`src/rtl/pattern_scan_ctrl.sv`:
```
// Round-robin arbiter for two frame requesters. The granted frame is shifted out MSB first
// through an overlapping "1101" detector, and the match count is returned with a ready/valid handshake.
module pattern_scan_ctrl #(
  parameter int unsigned DATA_W = 8
) (
  input  logic              CLK,
  input  logic              RST,
  input  logic              REQ_A,
  input  logic              REQ_B,
  input  logic [DATA_W-1:0] DATA_A,
  input  logic [DATA_W-1:0] DATA_B,
  output logic              GNT_A,
  output logic              GNT_B,
  output logic              SER_OUT,
  output logic              SER_VLD,
  output logic              DET,
  output logic              RES_VLD,
  output logic [3:0]        RES_CNT,
  output logic              RES_ID,
  input  logic              RES_RDY
);

  localparam int unsigned IdxW = $clog2(DATA_W + 1);

  typedef enum logic [1:0] {StIdle, StShift, StDone} state_e;
  typedef enum logic [2:0] {DetS0, DetS1, DetS2, DetS3, DetS4} det_e;

  state_e            state_q;
  det_e              det_q;
  det_e              det_nxt;
  logic [DATA_W-1:0] sreg_q;
  logic [IdxW-1:0]   idx_q;
  logic [3:0]        cnt_q;
  logic              owner_q;
  logic              prio_b_q;
  logic              gnt_a_q;
  logic              gnt_b_q;
  logic              pick_b;

  // B wins when alone, or on a tie when A was served last.
  assign pick_b = REQ_B & (~REQ_A | prio_b_q);

  always_comb begin
    det_nxt = DetS0;
    unique case (det_q)
      DetS0:   det_nxt = sreg_q[DATA_W-1] ? DetS1 : DetS0;
      DetS1:   det_nxt = sreg_q[DATA_W-1] ? DetS2 : DetS0;
      DetS2:   det_nxt = sreg_q[DATA_W-1] ? DetS2 : DetS3;
      DetS3:   det_nxt = sreg_q[DATA_W-1] ? DetS4 : DetS0;
      DetS4:   det_nxt = sreg_q[DATA_W-1] ? DetS2 : DetS0;
      default: det_nxt = DetS0;
    endcase
  end

  always_ff @(posedge CLK or negedge RST) begin
    if (!RST) begin
      state_q  <= StIdle;
      det_q    <= DetS0;
      sreg_q   <= '0;
      idx_q    <= '0;
      cnt_q    <= '0;
      owner_q  <= 1'b0;
      prio_b_q <= 1'b0;
      gnt_a_q  <= 1'b0;
      gnt_b_q  <= 1'b0;
    end else begin
      gnt_a_q <= 1'b0;
      gnt_b_q <= 1'b0;
      unique case (state_q)
        StIdle: begin
          if (REQ_A || REQ_B) begin
            gnt_a_q  <= ~pick_b;
            gnt_b_q  <= pick_b;
            owner_q  <= pick_b;
            prio_b_q <= ~pick_b;
            sreg_q   <= pick_b ? DATA_B : DATA_A;
            idx_q    <= '0;
            cnt_q    <= '0;
            det_q    <= DetS0;
            state_q  <= StShift;
          end
        end
        StShift: begin
          det_q <= det_nxt;
          if (det_nxt == DetS4 && cnt_q != 4'hf) cnt_q <= cnt_q + 4'd1;
          sreg_q <= {sreg_q[DATA_W-2:0], 1'b0};
          idx_q  <= idx_q + 1'b1;
          if (idx_q == IdxW'(DATA_W - 1)) state_q <= StDone;
        end
        StDone: begin
          // Detector holds through DONE so a final-bit match stays visible on DET.
          if (RES_RDY) begin
            state_q <= StIdle;
            det_q   <= DetS0;
          end
        end
        default: state_q <= StIdle;
      endcase
    end
  end

  assign GNT_A   = gnt_a_q;
  assign GNT_B   = gnt_b_q;
  assign SER_VLD = (state_q == StShift);
  assign SER_OUT = (state_q == StShift) & sreg_q[DATA_W-1];
  assign DET     = (det_q == DetS4);
  assign RES_VLD = (state_q == StDone);
  assign RES_CNT = cnt_q;
  assign RES_ID  = owner_q;

endmodule

```
`config.mk`:
```
export PLATFORM = sky130hd
export DESIGN_NAME = pattern_scan_ctrl
export DESIGN_NICKNAME = d
export VERILOG_FILES = /design/src/rtl/pattern_scan_ctrl.sv
export SDC_FILE = /design/constraint.sdc
export NUM_CORES = 1
export LEC_CHECK = 0
export BUFFER_PORTS_ARGS = -buffer_cell sky130_fd_sc_hd__buf_4
export CAP_MARGIN = 30
export CORE_MARGIN = 1.5
export CORE_UTILIZATION = 54
export CTS_BUF_LIST = sky130_fd_sc_hd__clkbuf_4 sky130_fd_sc_hd__clkbuf_8
export DETAILED_ROUTE_END_ITERATION = 8
export PLACE_DENSITY = 0.83
export SLEW_MARGIN = 40
export SYNTH_ARGS = -nofsm -noshare
export SYNTH_HDL_FRONTEND = slang
export SYNTH_SLANG_ARGS = --single-unit
```
`constraint.sdc`:
```
create_clock -name CLK -period 1.48 [get_ports CLK]
set_clock_uncertainty 0.05 [all_clocks]
set_input_delay 0 -clock CLK [delete_from_list [all_inputs] [get_ports CLK]]
set_output_delay 0 -clock CLK [all_outputs]
set_load 0.05 [all_outputs]
```
## Word-level counts from Yosys, hierarchy flattened

Cells that the tools add are included.

- Add/subtract/negate cells: 2
- Multipliers: 0
- Div/mod/pow operators: 0
- Magnitude comparators: 0
- Equal/unequal tests: 13
- Shift-type cells: 0
- Muxes and demuxes: 23
- Bitwise gates (word level): 5
- Reduce and logical (&&, ||, !) cells: 12

Operators with widths:

| cell | number |
|---|---|
| $mux 8 | 2 |
| $pmux 4 s2 | 2 |
| $pmux 8 s2 | 1 |
| $pmux 3 s4 | 1 |
| $mux 3 | 3 |
| $pmux 3 s3 | 1 |
| $reduce_and 3->1 | 3 |
| $add 4x1->4 const B | 2 |
| $mux 2 | 4 |
| $mux 4 | 2 |
| $eq 3x2->1 const B | 2 |
| $eq 3x3->1 const B | 2 |
| $mux 1 | 6 |
| $ne 2x1->1 const B | 3 |
| $pmux 2 s3 | 1 |
| $eq 4x3->1 const B | 1 |
| $ne 4x4->1 const B | 1 |
| $reduce_and 2->1 | 2 |
| $eq 3x1->1 const B | 1 |
| $logic_not 3->1 | 1 |
| $reduce_bool 3->1 | 1 |
| $and 1x1->1 | 2 |
| $eq 2x1->1 const B | 1 |
| $eq 2x2->1 const B | 1 |
| 8 further kinds | 9 |

- Register bits after elaboration: 25
- Latch bits: 0
- RAM bits: 0
- Bits in read-only memories: 0
- Output and inout port bits: 11
- Logic and storage cells: 64
- Memories kept: 0

## Depth between registers and ports, before layout

Gate-level depths: netlist of run 1.

- Depth in word-level cells: 7
- Depth in mapped cells: 6
- Mapped depth without buffers: 5

## Least setup slack after synthesis of run 1

OpenSTA, ideal clock, no wires.

- Path type: reg2reg
- From: register state_q[1]
- To: register det_q[0]
- Library setup time: 0.118 ns
- Arrival time: 1.653 ns
- Data required time: 1.312 ns
- Slack: -0.341 ns
- Stages on the path, launching flop included: 5
- Path buffers: 1
- Clock period less this slack: 1.821 ns
- Path through: dfrtp_1 > buf_2 > nor2b_1 > a21oi_2 > a21o_1

- Cells in the longest elaborated chain, start to end: 3
- Elaborated cells on any way between the ends: 8
- Classes of those cells: eq/ne (4); mux (1); reduce/logical (3)

RTL lines:

| what | RTL line | text |
|---|---|---|
| from (decl) | 28 | `state_e state_q;` |
| from (signal assigned) | 57 | `state_q <= StIdle;` |
| from (signal assigned) | 80 | `state_q <= StShift;` |
| from (signal assigned) | 88 | `if (idx_q == IdxW'(DATA_W - 1)) state_q <= StDone;` |
| $eq 2x2->1 (*) | n/a |  |
| named net RES_VLD | 17 | `output logic RES_VLD,` |
| $ne 2x1->1 (no line) or $reduce_bool 3->1 (tied branches) | n/a |  |
| $reduce_and 3->1 (no line) | n/a |  |
| to (signal assigned) | 58 | `det_q <= DetS0;` |
| to (signal assigned) | 79 | `det_q <= DetS0;` |
| to (signal assigned) | 84 | `det_q <= det_nxt;` |
| to (decl) | 29 | `det_e det_q;` |

The timed path passes the listed nets; every way through them passes the cells marked *.
A chain may end at the register's enable or synchronous reset.

## Worst setup path in the final report of run 1

- From: register state_q[0]
- To: output SER_VLD

- Cells in the longest elaborated chain, start to end: 1

RTL lines:

| what | RTL line | text |
|---|---|---|
| $eq 2x1->1 | 104 | `assign SER_VLD = (state_q == StShift);` |
| to (decl) | 15 | `output logic SER_VLD,` |

No other way between the ends.

==> flow_summary.toml, run 1 <==
[run_status]
outcome = "finished clean"

[sta]
relSlewSlack_pct = 68.8
setup_viol_count_final = 0
maxClockFrequency_mhz = 697
timing_max_transition_violations_final = 0
worst_hold_slack_ns = 0.0169
final_period_minus_worst_setup_slack_ns = 1.44
slew_at_the_pin_closest_to_its_max_slew_limit_ns = 0.466
min_period_over_period_pct = 97.0
hold_violations = 0

[critical_path]
start_kind = "register"
timing.critical_path.slowest_stage_cell = "sky130_fd_sc_hd__dfrtp_2"
cp_top_family = "flip-flops"
critPathKind = "register to output pin"
crit_path_cell_count = 4
r2r_end = "idx_q[2]$_DFFE_PN0P_"
crit_required_ns = 1.43
crit-reg2reg-launch = "state_q[0]$_DFFE_PN0P_"
cpMostUsedCell = "sky130_fd_sc_hd__buf_4"
crit_path_end_kind = "output pin"
r2r_cells = 5
crit_buf_inv = 3
worst_path_largest_cell_delay_ns = 0.49
data_arrival_time_at_the_worst_slack_endpoint_ns = 1.39
crit_fanout = 7
r2r_setup_slk_ns = 0.10
timing.critical_path.cells = "nand2b_4, inv_4, buf_4, buf_4"

[global_routing]
grt_pass1_wl_um = 5220
grt_remaining_overflow = 0
grt_pass1_vias = 1194
grt_start_max_net_pins = 26
initial_antenna_violation_count = 0
globalRouteTotalUtil_pct = 28.4

[routing]
drt_pre_antenna_iters = 4
wl_per_cell_um = 16.0
count_of_nets_left_with_antenna_violations_after_detail_routing = 0
drt-vias-per-instance = 5.61
drcViolationCount = 0
drt-total-wl_um = 3300
dr.first_iter.drc_count = 35
via_count = 1155

[logic_synthesis]
postSynth.topFlopCell = "sky130_fd_sc_hd__dfrtp_1"
synth_sequential_area_ratio_pct = 50.3
synth-edff-count = 0
postSynthRegisterBits = 25
synth-async-reset-ratio_pct = 100
syn_area_um2 = 1240
synth_area_per_cell_um2 = 10.2
synthesis.nets = 145
post_synth_inst_count = 122
netlist-cell-type-count = 34
synthesis.yosys.warnings = 0

[power_and_ir_drop]
power.ir.vdd_worst_mv = 1.05
power_density_nw_per_um2 = 1530
p_leak_nw = 0.879

[placement]
finalWeightedCongestion = 0.786
port_buffers = 31
total_half_perimeter_wirelength_after_legalization_and_detailed_placement_um = 2000
placedCellCount = 182

[clock_tree]
clk_transition_reported_paths_ns = 0.14
cts_root_buffer = "sky130_fd_sc_hd__clkbuf_4"
clock_tree.htree_level_count = 1
clkSinkCount = 25
clock_path_buffers = 2
tritoncts = "done"
cts-buffers-inserted = 3
insertion_delay_ns = 0.33

[final_layout]
final_cells = 206
layout.nets = 202
finalCoreUtilization_pct = 81.2
layout-area-overhead-vs-synth_pct = 43.0
num-fill-cells = 113
antenna_cells_inserted = 0
drive_above_1_share_pct = 29.2
highest_count_cells_in_the_layout_ignoring_fill_and_taps = "sky130_fd_sc_hd__buf_4 (38), sky130_fd_sc_hd__dfrtp_1 (24), sky130_fd_sc_hd__dlygate4sd3_1 (19)"
final-seq-area_um2 = 627
multi_input_area_um2 = 588
most_common_cell_after_layout_fill_and_taps_aside = "sky130_fd_sc_hd__buf_4"

[floorplan]
full_die_area_um2 = 2600
fp.coreArea_um2 = 2190
std_cell_rows = 17
floorplan.io_pins = 32
floorplan.initialDensity_pct = 56.8
die_wd_um = 51.0
die_h_um = 51.0

[worst_hold_path]
timing.hold.worst_endpoint = "state_q[0]$_DFFE_PN0P_"
worst_hold_path_type = "primary input to register"
hold_path_depth = 3
min-delay-start = "REQ_A"

[run]
cap_viol_max_count = 0
-- how the worst max path moves through the flow --
stage,from,to,slack (ns)
global placement,state_q[0]$_DFFE_PN0P_,RES_CNT[0]$_DFFE_PN0P_,0.17
global route,state_q[0]$_DFFE_PN0P_,SER_VLD,-0.002
floorplan,RES_CNT[0]$_DFFE_PN0P_,RES_CNT[0]$_DFFE_PN0P_,0.05
CTS,state_q[0]$_DFFE_PN0P_,SER_VLD,0.05
detailed placement,state_q[0]$_DFFE_PN0P_,RES_CNT[3]$_DFFE_PN0P_,0.11
finish,state_q[0]$_DFFE_PN0P_,SER_VLD,0.04
-- stage by stage --
| stage | setup TNS, ns | setup slack (ns) | total power [W] | area, um^2 |
|---|---|---|---|---|
| global placement | 0 | 0.170 | 0.00220 | 1540 |
| global route | -0.00221 | -0.00221 | 0.00288 | 1780 |
| finish | 0 | 0.0449 | 0.00271 | 1780 |
| CTS | 0 | 0.0538 | 0.00265 | 1760 |
| detailed placement | 0 | 0.115 | 0.00226 | 1540 |
| floorplan | 0 | 0.0502 | 0.00190 | 1250 |
-- power by group --
part / total, W / switching, W / internal (W)
Sequential: 0.00109 / 0.000181 / 0.000908
Combinational: 0.00130 / 0.000773 / 0.000531
Clock: 0.000321 / 0.000219 / 0.000102
Total: 0.00271 / 0.00117 / 0.00154
-- sequential cells by signal (all words and copies together) (netlist names) --
signal / count
prio_b_q: 1
RES_CNT: 4
RES_ID: 1
sreg_q: 8
GNT_A: 1
GNT_B: 1
state_q: 2
idx_q: 4
det_q: 3
-- logic make-up after synthesis --
kind of cell,synth area share [%]
AOI/OAI and AO/OA,18.1
xor gates and xnor gates,0.704
adders and majority gates,2.01
buffers and inverters,4.02
DFF,50.3
muxes,8.85
and+or+nand+nor,16.0
-- worst reg2reg max path, delay by kind of cell, from the launching register on --
family	cells	cell delay [ns]
buffers and inverters	1	0.17
AOI/OAI and AO/OA	2	0.36
and+or+nand+nor	2	0.20
DFF	1	0.49
-- layer usage --
layer,vias to the layer above,part of all wire [%],global-route usage [%]
met2,51,52,49.4
met4,0,2.4,16.7
met5,-,0,0
met3,9,6.4,6.14
met1,541,39,31.7
li1,554,-,-
-- cell type report --
cell class | count | area share, %
multi-input cells | 86 | 33.1
flip-flops and latches | 25 | 35.3
clock inverters | 1 | 0.281
well taps | 28 | 1.97
clock buffers | 3 | 1.27
inverters | 6 | 1.41
repair buffers | 57 | 26.7
-- cell usage after synthesis, drive strengths merged (2+ instances only) --
library cell | n | area share (%)
a21o | 4 | 2.4
a21oi | 2 | 1.1
buf | 5 | 2.2
dfrtp | 25 | 50
ha | 2 | 2.0
inv | 6 | 1.8
mux2i | 11 | 8.9
nand2 | 16 | 4.8
nand2b | 4 | 2.2
nand3 | 3 | 1.2
nand4 | 2 | 1.0
nor2 | 6 | 2.0
nor3 | 3 | 2.5
o211ai | 4 | 2.4
o21ai | 15 | 6.3
o221ai | 3 | 2.1
o31ai | 3 | 1.8
-- timing repair --
action / 4_1_cts / 5_1_grt
pin swaps: 0 / 1
hold buffers: 19 / 0
setup buffers: 0 / 1
endpoints found under the setup margin: 1 / 3
hold endpoints to repair: 38 / 0
resized for setup: 4 / 2
(Power assumes the default switching activity.)
==> run 2: changes to the inputs <==
Settings changed: GPL_TIMING_DRIVEN set to 0.
==> flow_summary.toml, run 2 (synthesized netlist as in run 1, its figures left out) <==
[placement]
total_half_perimeter_wirelength_after_legalization_and_detailed_placement_um = 1850
finalWeightedCongestion = 0.750
place_area_um2 = 1520
port_buffers = 31

[floorplan]
die_h_um = 51.0
fp.coreArea_um2 = 2190
std_cell_rows = 17
floorplan.io_pins = 32
floorplan.initialDensity_pct = 56.8
full_die_area_um2 = 2600
die_wd_um = 51.0

[sta]
setup_repair_after_global_routing_missed_its_margin = "no"
slew_at_the_pin_closest_to_its_max_slew_limit_ns = 0.362
timing.setup.tns_ns = 0
final_period_minus_worst_setup_slack_ns = 1.42
setup_viol_count_final = 0
hold_violations = 0
timing_max_transition_violations_final = 0
relSlewSlack_pct = 75.8
maxClockFrequency_mhz = 705
min_period_over_period_pct = 95.8

[routing]
via_count = 1155
drt-total-wl_um = 2970
drcViolationCount = 0
wl_per_cell_um = 14.5
dr.first_iter.drc_count = 14
drt-vias-per-instance = 5.66
drt_pre_antenna_iters = 4
count_of_nets_left_with_antenna_violations_after_detail_routing = 0

[run_status]
outcome = "finished clean"

[clock_tree]
clock_path_buffers = 2
insertion_delay_ns = 0.31
clk_transition_reported_paths_ns = 0.13
buffers_inserted_by_post_cts_timing_repair = 0
tritoncts = "done"
cts_root_buffer = "sky130_fd_sc_hd__clkbuf_4"
cts-buffers-inserted = 3
clock_tree.htree_level_count = 1
clkSinkCount = 25

[critical_path]
timing.critical_path.slowest_stage_cell = "sky130_fd_sc_hd__dfrtp_1"
worst_path_largest_cell_delay_ns = 0.39
r2r_cells = 5
crit_path_end_kind = "output pin"
critPathKind = "register to output pin"
crit_required_ns = 1.43
data_arrival_time_at_the_worst_slack_endpoint_ns = 1.37
timing.critical_path.cells = "nand2b_2, buf_4, nor2_2, buf_6"
start_kind = "register"
crit_fanout = 10

[global_routing]
grt_remaining_overflow = 0
grt_pass1_vias = 1105
initial_antenna_violation_count = 0
grt_pass1_wl_um = 4870
globalRouteTotalUtil_pct = 25.3
grt_start_max_net_pins = 26

[power_and_ir_drop]
total_chip_power_w = 0.00262
p_leak_nw = 0.871
power_density_nw_per_um2 = 1490
power.ir.vdd_worst_mv = 1.15

[final_layout]
finalCoreUtilization_pct = 80.4
largest_register_ff_count = 8
num-fill-cells = 138
drive_above_1_share_pct = 28.4
antenna_cells_inserted = 0
most_common_cell_after_layout_fill_and_taps_aside = "sky130_fd_sc_hd__buf_4"
layout.nets = 200
finalInstanceArea_um2 = 1760
layout-area-overhead-vs-synth_pct = 41.6
highest_count_cells_in_the_layout_ignoring_fill_and_taps = "sky130_fd_sc_hd__buf_4 (33), sky130_fd_sc_hd__dfrtp_1 (24), sky130_fd_sc_hd__dlygate4sd3_1 (19)"
biggest_register = "sreg_q"

[run]
cap_viol_max_count = 0

[worst_hold_path]
hold_path_depth = 3
worst_hold_path_type = "primary input to register"
[run 2: metrics by stage]
stage	worst slack [ns]	cells	hold slack (ns)
2_1_floorplan	0.0502	122	-0.346
3_3_place_gp	-0.00184	181	-0.133
3_5_place_dp	-0.0519	181	-0.131
4_1_cts	0.00781	204	0.0243
5_1_grt	0.00288	204	0.0439
6_report	0.0623	204	0.0227
[run 2: worst paths after layout]
path,start,end,slack (ns)
setup / recovery,state_q[1]$_DFFE_PN0P_,SER_OUT,0.06
hold / removal,REQ_A,RES_CNT[2]$_DFFE_PN0P_,0.02
setup reg to reg,state_q[1]$_DFFE_PN0P_,sreg_q[6]$_DFFE_PN0P_,0.11
hold reg to reg,RES_ID$_DFFE_PN0P_,RES_ID$_DFFE_PN0P_,0.45
max in group asynchronous,RST,state_q[0]$_DFFE_PN0P_,1.06
min in group asynchronous,RST,det_q[1]$_DFFE_PN0P_,0.07
[run 2: where the power goes]
group          switching, W  internal, W  leakage, nW
Sequential         0.000176     0.000908        0.324
Combinational      0.000730     0.000513        0.529
Clock              0.000194     0.000101       0.0177
Total               0.00110      0.00152        0.871
[run 2: final cells by class]
type / count / area, um^2 / share of cell area [%]
Buffer: 5 / 35.0 / 1.99
Clock buffer: 3 / 22.5 / 1.28
Clock inverter: 1 / 5.00 / 0.284
Inverter: 6 / 22.5 / 1.28
Multi-Input combinational cell: 86 / 584 / 33.2
Sequential cell: 25 / 627 / 35.6
Tap cell: 28 / 35.0 / 1.99
Timing Repair Buffer: 50 / 430 / 24.4
[run 2: per-layer routing]
layer	track usage, %	vias to the layer above	wire [um]	share of wire (%)
met5	0	-	0	0
met4	8.11	0	80	2.7
met3	3.22	8	124	4.2
met2	44.4	37	1490	50
met1	32.2	561	1280	43
li1	-	549	-	-
[run 2: what timing repair did]
| action | in CTS | in global routing |
|---|---|---|
| setup endpoints to repair | 5 | 9 |
| hold endpoints to repair | 37 | 0 |
| gates resized for setup | 3 | 8 |
| hold buffers | 19 | 0 |
| pin swaps | 0 | 1 |
[run 2: worst max-delay path: cells and delay by family, from the launching register on]
kind	cells	cell delay [ns]
and+or+nand+nor	2	0.31
DFF	1	0.39
buffers and inverters	2	0.35
